<file path="src/rtl/alu_comparator_pipe.sv">
// ---------------------------------------------------------------------------
// alu_comparator_pipe
//   Pipelined branch-condition / set-less-than / min-max evaluator.
//   Stage S0 registers the operands together with the three compare flags
//   (eq, signed lt, unsigned lt); later stages only carry them forward. The
//   last stage drives the out_* ports through a small select on the op code.
//   A valid/ready handshake with full back-pressure lets ops move one stage
//   per cycle, and empty stages (bubbles) fill even while the output stalls.
//
// Ports
//   soc_clk      clock, rising edge
//   reset        synchronous, active-high; clears every stage valid bit
//   in_valid     upstream has an op          in_ready    op accepted this cycle
//   in_op[3:0]   op code                     in_tag      opaque caller tag
//   in_a, in_b   WIDTH-bit operands
//   out_valid    result presented            out_ready   downstream consumes
//   out_con_met  condition result            out_result  data result
//   out_tag      tag of presented op         out_illegal op code unrecognised
//   busy         any stage holds a valid op
// ---------------------------------------------------------------------------
module alu_comparator_pipe #(
  parameter int WIDTH  = 32,
  parameter int STAGES = 2,
  parameter int TAG_W  = 5
) (
  input  logic             soc_clk,
  input  logic             reset,
  input  logic             in_valid,
  output logic             in_ready,
  input  logic [3:0]       in_op,
  input  logic [WIDTH-1:0] in_a,
  input  logic [WIDTH-1:0] in_b,
  input  logic [TAG_W-1:0] in_tag,
  output logic             out_valid,
  input  logic             out_ready,
  output logic             out_con_met,
  output logic [WIDTH-1:0] out_result,
  output logic [TAG_W-1:0] out_tag,
  output logic             out_illegal,
  output logic             busy
);

  localparam int LAST = STAGES - 1;

  localparam logic [3:0] OP_BEQ  = 4'd0;
  localparam logic [3:0] OP_BNE  = 4'd1;
  localparam logic [3:0] OP_BLT  = 4'd2;
  localparam logic [3:0] OP_BGE  = 4'd3;
  localparam logic [3:0] OP_BLTU = 4'd4;
  localparam logic [3:0] OP_BGEU = 4'd5;
  localparam logic [3:0] OP_SLT  = 4'd9;
  localparam logic [3:0] OP_SLTU = 4'd10;
  localparam logic [3:0] OP_MIN  = 4'd11;
  localparam logic [3:0] OP_MAX  = 4'd12;
  localparam logic [3:0] OP_MINU = 4'd13;
  localparam logic [3:0] OP_MAXU = 4'd14;

  // Per-stage state. Only the valid bits are reset; payload is qualified by them.
  logic [STAGES-1:0] vld_q, vld_d;
  logic [STAGES-1:0] eq_q,  eq_d;
  logic [STAGES-1:0] lts_q, lts_d;
  logic [STAGES-1:0] ltu_q, ltu_d;
  logic [3:0]        op_q  [STAGES];
  logic [3:0]        op_d  [STAGES];
  logic [WIDTH-1:0]  a_q   [STAGES];
  logic [WIDTH-1:0]  a_d   [STAGES];
  logic [WIDTH-1:0]  b_q   [STAGES];
  logic [WIDTH-1:0]  b_d   [STAGES];
  logic [TAG_W-1:0]  tag_q [STAGES];
  logic [TAG_W-1:0]  tag_d [STAGES];

  // cap[k]: stage k may load this cycle (empty, or its content moves on).
  // cap[STAGES] stands for the downstream consumer.
  logic [STAGES:0] cap;
  logic            in_fire;

  function automatic logic [WIDTH-1:0] zext1(input logic bit_in);
    return {{(WIDTH-1){1'b0}}, bit_in};
  endfunction

  // Ready chain walks from the output back to S0; purely combinational, no skid.
  always_comb begin
    cap         = '0;
    cap[STAGES] = out_ready;
    for (int k = STAGES - 1; k >= 0; k--) begin
      cap[k] = !vld_q[k] || cap[k+1];
    end
  end

  assign in_ready = !reset && cap[0];
  assign in_fire  = in_valid && in_ready;

  always_comb begin
    vld_d = vld_q;
    eq_d  = eq_q;
    lts_d = lts_q;
    ltu_d = ltu_q;
    op_d  = op_q;
    a_d   = a_q;
    b_d   = b_q;
    tag_d = tag_q;

    // S0: capture op and compute the compare flags once.
    if (cap[0]) begin
      vld_d[0] = in_fire;
      op_d[0]  = in_op;
      a_d[0]   = in_a;
      b_d[0]   = in_b;
      tag_d[0] = in_tag;
      eq_d[0]  = (in_a == in_b);
      lts_d[0] = ($signed(in_a) < $signed(in_b));
      ltu_d[0] = (in_a < in_b);
    end

    // S1..S(LAST): carry forward; an empty predecessor leaves a bubble.
    for (int k = 1; k < STAGES; k++) begin
      if (cap[k]) begin
        vld_d[k] = vld_q[k-1];
        op_d[k]  = op_q[k-1];
        a_d[k]   = a_q[k-1];
        b_d[k]   = b_q[k-1];
        tag_d[k] = tag_q[k-1];
        eq_d[k]  = eq_q[k-1];
        lts_d[k] = lts_q[k-1];
        ltu_d[k] = ltu_q[k-1];
      end
    end
  end

  always_ff @(posedge soc_clk) begin
    if (reset) begin
      vld_q <= '0;
    end else begin
      vld_q <= vld_d;
    end
  end

  always_ff @(posedge soc_clk) begin
    eq_q  <= eq_d;
    lts_q <= lts_d;
    ltu_q <= ltu_d;
    op_q  <= op_d;
    a_q   <= a_d;
    b_q   <= b_d;
    tag_q <= tag_d;
  end

  // Output stage: result select, forced to zero whenever the last stage is empty.
  always_comb begin
    out_valid   = vld_q[LAST];
    busy        = |vld_q;
    out_con_met = 1'b0;
    out_result  = '0;
    out_tag     = '0;
    out_illegal = 1'b0;
    if (vld_q[LAST]) begin
      out_tag = tag_q[LAST];
      case (op_q[LAST])
        OP_BEQ:  out_con_met = eq_q[LAST];
        OP_BNE:  out_con_met = !eq_q[LAST];
        OP_BLT:  out_con_met = lts_q[LAST];
        OP_BGE:  out_con_met = !lts_q[LAST];
        OP_BLTU: out_con_met = ltu_q[LAST];
        OP_BGEU: out_con_met = !ltu_q[LAST];
        OP_SLT: begin
          out_con_met = lts_q[LAST];
          out_result  = zext1(lts_q[LAST]);
        end
        OP_SLTU: begin
          out_con_met = ltu_q[LAST];
          out_result  = zext1(ltu_q[LAST]);
        end
        OP_MIN: begin
          out_con_met = lts_q[LAST];
          out_result  = lts_q[LAST] ? a_q[LAST] : b_q[LAST];
        end
        OP_MAX: begin
          out_con_met = lts_q[LAST];
          out_result  = lts_q[LAST] ? b_q[LAST] : a_q[LAST];
        end
        OP_MINU: begin
          out_con_met = ltu_q[LAST];
          out_result  = ltu_q[LAST] ? a_q[LAST] : b_q[LAST];
        end
        OP_MAXU: begin
          out_con_met = ltu_q[LAST];
          out_result  = ltu_q[LAST] ? b_q[LAST] : a_q[LAST];
        end
        default: out_illegal = 1'b1;
      endcase
    end
  end

endmodule

</file>
<file path="config.mk">
export PLATFORM = sky130hd
export DESIGN_NAME = alu_comparator_pipe
export DESIGN_NICKNAME = d
export VERILOG_FILES = /design/src/rtl/alu_comparator_pipe.sv
export SDC_FILE = /design/constraint.sdc
export NUM_CORES = 1
export LEC_CHECK = 0
export ABC_AREA = 1
export CAP_MARGIN = 20
export CORE_MARGIN = 5
export CORE_UTILIZATION = 30
export CTS_CLUSTER_DIAMETER = 200
export DETAILED_ROUTE_END_ITERATION = 16
export PLACE_DENSITY = 0.6
export REMOVE_ABC_BUFFERS = 1
export SETUP_SLACK_MARGIN = 0.1
export SLEW_MARGIN = 20
export SYNTH_ARGS = -nofsm -noshare
export SYNTH_HDL_FRONTEND = slang
export SYNTH_SLANG_ARGS = --single-unit
</file>
<file path="constraint.sdc">
create_clock -name soc_clk -period 3.4 [get_ports soc_clk]
set_input_delay 0.68 -clock soc_clk [delete_from_list [all_inputs] [get_ports soc_clk]]
set_output_delay 0.68 -clock soc_clk [all_outputs]
set_load 0.05 [all_outputs]
</file>
# == Yosys cells after proc, flatten, opt, wreduce, memory -nomap -nowiden ==
# Cells that the tools add are included.
# totals
elab_cells,56
ff_bits,154
out_inout_bits,42
inputBits,77
# classes
reduce_logical,15
order_cmp,2
eq_ne,12
muxes,11
# ops
operator,n
one-hot mux 32 bit (6 select lines),1
two-way mux 32 bit,5
less-than comparator 32 bit,2
== test 32 bit,1
"== test 4 bit, second input constant",6
OR reduction 12 bit,1
"== test 4 x 2 -> 1 bit, second input constant",2
"== test 4 x 3 -> 1 bit, second input constant",2
OR reduction 4 bit,2
zero test 1 bit,6
one-hot mux 1 bit (6 select lines),1
two-way mux 5 bit,1
"== test 4 x 1 -> 1 bit, second input constant",1
zero test 4 bit,1
two-way mux 1 bit,3
logical AND 1 bit,2
logical OR 1 bit,2
OR reduction 2 bit,1

# == Logic depth before layout (Yosys ltp) ==
# depth
word_depth,5
ltp_mapped,15
depth_no_buf,15

# == Worst setup path before layout ==
# OpenSTA, ideal clock, no wires.
# synth_timing
path_kind,register to output
startpoint,register vld_q[1]
endpoint,output port in_ready
path_buffers,1
path_slack_ps,-686
arrival_ps,3406
required_ps,2720
stages_incl_launch_ff,5
path_cell_list,dfxtp_1 -> clkbuf_1 -> nand3_1 -> nand2_1 -> inv_1
# synth_via
elab_chain_cells,4
# synth_rtl
element,line_no,rtl
from (decl),59,"logic [STAGES-1:0] vld_q, vld_d;"
from (signal assigned),134,vld_q <= vld_d;
zero test 1 bit,86,cap[k] = !vld_q[k] || cap[k+1];
logical OR 1 bit (2 in series),86,
logical AND 1 bit,90,assign in_ready = !reset && cap[0];
to (decl),29,"output logic in_ready,"
# No other way between the ends.

# == Final worst setup path ==
# layout_timing
startpoint,register op_q[1] (netlist name)
endpoint,output port out_result[13]
# layout_via
elab_chain_cells,3
elab_cells_between_ends,8
# layout_rtl
element,line_no,rtl
from (decl),63,logic [3:0] op_q [STAGES];
from (signal assigned),142,op_q <= op_d;
== test 4 bit,158,case (op_q[LAST])
one-hot mux 32 bit (6 select lines) (*),158,
two-way mux 32 bit (*),156,if (vld_q[LAST]) begin
to (decl),37,"output logic [WIDTH-1:0] out_result,"
# Every way passes the cells marked *; elsewhere a longest branch is shown, timed or not.

==> results.ini <==
[status]
status=finished, final reports clean

[pwr]
peakVddDrop_mv=0.2745
finalPower_mw=4.631
switching_power_mw=1.143
swShare_pct=24.68
power.density_nw_per_um2=526.2
seqPwrFrac_pct=48.9
clockPowerShare_pct=39.8
leakage_nw=3.540
p_int_mw=3.488
combinationalPowerShare_pct=11.3

[yosys]
postSynthAreaPerCell_sq_um=13.10
ys_warn_count=0
ys_seq_elements=154
netlist_top_cells_count=152 x edfxtp_1, 124 x nand2_1, 59 x inv_1
synthAdderAreaFrac_pct=6.356
synth.distinct_cells=26
synthMuxAreaShare_pct=0
synth-compound-area-share_pct=5.521
synth_xor_area_share_pct=0
netlist.top_cell.by_area=edfxtp_1
yosysMostFrequentCell=edfxtp_1
ys_seq_area_share_pct=73.09
synth_edf_count=152
yosys_most_used_dff=edfxtp_1
yosys-top-cells-area=edfxtp_1 72%, nand2_1 7.4%, ha_1 6.4%
yosys.area_share.simple_pct=10.09
ys_async_sr_fraction_pct=0
syn_area_sq_um=6300
syn_inst=481
synth_top_family_by_area=simple AND/OR/NAND/NOR gates
synth_top_cell_area_share_pct=72.45

[floorplan]
coreArea_sq_um=20820
initial_utilization_pct=30.25
rows=53
die_area_sq_um=24000
die-width_um=154.9
chipHeight_um=154.9
io_pins=119

[grt]
grt_pass1_vias=4401
track_usage_pct=11.67
grt_pass1_wl_um=21720
overflow=0
grt_max_degree=59
antenna_found_initial=0

[clocking]
postCtsResizedCells=0
clkSinkCount=154
cts_tree=done
post_cts.repair.setup_buffers=0
cts.path.max_buffers=2
cts.clk_slew.worst_paths_ns=0.07
cts_buffers=17
insertion_delay_ns=0.42
htreeDepth=4
postCtsHoldBufs=0
root_buffer=clkbuf_16

[timing]
max_slew.worst_pin.slew_ns=0.6685
drv_slew=0
period_minus_slack_ns=3.100
max_freq_ghz=0.3226
hold_viol=0
finalSetupViolations=0
fin_crit_sh_pct=91.18
slew_headroom_pct=55.16
finClkSkew_ns=0.005412
rsz0062_at_grt=false
tns_ns=0

[setup_path]
worst-path-buf-inv=4
setup.worst_path.class=flop to output port
crit_arrival_ns=2.42
critPathCaptureType=output port
cp.required_ns=2.72
startpoint_type=flop
crit_fanout=14
cp_top_family=buffers and inverters
path_cells=nor2_2 -> inv_2 -> nor2_2 -> inv_2 -> o211ai_4 -> buf_4 -> nand2_1 -> a21oi_1 -> buf_12
max_stage_delay_ns=0.48
crit_slowest_cell=edfxtp_1

[cells_and_area]
nets=725
syn_to_final_growth_pct=39.70
drive_gt1_share_pct=13.99
antenna_cells=0
post-route-util_pct=42.27

[run]
drv_cap=0

[drt]
routed_wl_um=13470
wl_per_cell_um=14.90
vias=3967
antenna_left=0
drt_iter0_drc=211
vias_per_cell=4.388
drt-pass1-iter-count=4
drc=0

[hold_path]
hold_class=flop to flop

[placement]
dpl.hpwl_um=9849
io_buffers=118
globalplace.congestion=0.8038

[sequential cells by signal, indices dropped and copies added (netlist names)]
name,cells
lts_q,2
a_q,64
op_q,8
eq_q,2
tag_q,10
ltu_q,2
b_q,64
vld_q,2
[path summary, 6_finish.rpt]
kind	start	cells past startpoint	endpoint	slack, ns
setup / recovery	op_q[1]$_DFFE_PP_	9	out_result[13]	0.30
hold / removal	b_q[59]$_DFFE_PN_	0	b_q[27]$_DFFE_PP_	0.41
setup reg to reg	vld_q[1]$_SDFFE_PP0P_	3	b_q[29]$_DFFE_PP_	1.82
hold reg to reg	b_q[59]$_DFFE_PN_	0	b_q[27]$_DFFE_PP_	0.41
[placed cells by master, fill, tap and decap left out, drive strengths merged]
cell | netlist | final
dfxtp | 2 | 2
nor2 | 21 | 21
edfxtp | 152 | 152
a22oi | 1 | 1
nand4 | 2 | 2
clkdlybuf4s50 | 0 | 82
and3b | 1 | 1
nor3 | 3 | 3
o21ai | 5 | 5
clkbuf | 4 | 17
clkinv | 1 | 7
buf | 6 | 43
o21a | 1 | 1
nand2 | 124 | 124
bufinv | 0 | 1
nand3 | 9 | 9
o211ai | 2 | 2
inv | 63 | 71
a311oi | 1 | 1
ha | 32 | 32
a31oi | 2 | 2
o221ai | 1 | 1
dlymetal6s2s | 0 | 1
a21o | 1 | 1
a21oi | 47 | 47
[per-stage QoR]
stage	hold slack [ns]	setup WS [ns]	cell area, sq um	instances
global placement	0.4002	0.6615	8208	872
detailed placement	0.4045	0.6000	8208	872
floorplan	0.4003	-0.6557	6228	471
finish	0.4136	0.2998	8801	904
global route	0.4158	0.1253	8801	904
CTS	0.4132	0.1358	8791	904
[power groups by stage]
stage / Sequential, mW / Combinational [mW] / Clock, mW
6_report: 2.26 / 0.525 / 1.84
5_1_grt: 2.28 / 0.579 / 1.98
4_1_cts: 2.26 / 0.534 / 1.90
3_5_place_dp: 2.31 / 0.531 / 0
3_3_place_gp: 2.30 / 0.517 / 0
2_1_floorplan: 2.30 / 0.250 / 0
[layer usage]
layer | vias up | GRT usage (%) | wire length (um) | share of wire (%)
met3 | 16 | 3.143 | 686 | 5.1
met5 | - | 0 | 0 | 0
met2 | 109 | 20.87 | 7020 | 52
met4 | 0 | 3.953 | 198 | 1.5
met1 | 1902 | 13.51 | 5565 | 41
li1 | 1940 | - | - | -
[cell families after synthesis]
group	after synthesis
AOI/OAI and AO/OA	61
adders and majority gates	32
buffers and inverters	74
DFF	154
and+or+nand+nor	160
[cell type report]
class                           instances  area (sq um)
Clock buffer                           17         425.4
Clock inverter                         15         157.7
Fill cell                            1950         12020
Inverter                               64         240.2
Multi-Input combinational cell        253          1423
Sequential cell                       154          4604
Tap cell                              275         344.1
Timing Repair Buffer                  126          1607
No activity file was read; power rests on OpenSTA's default activity.
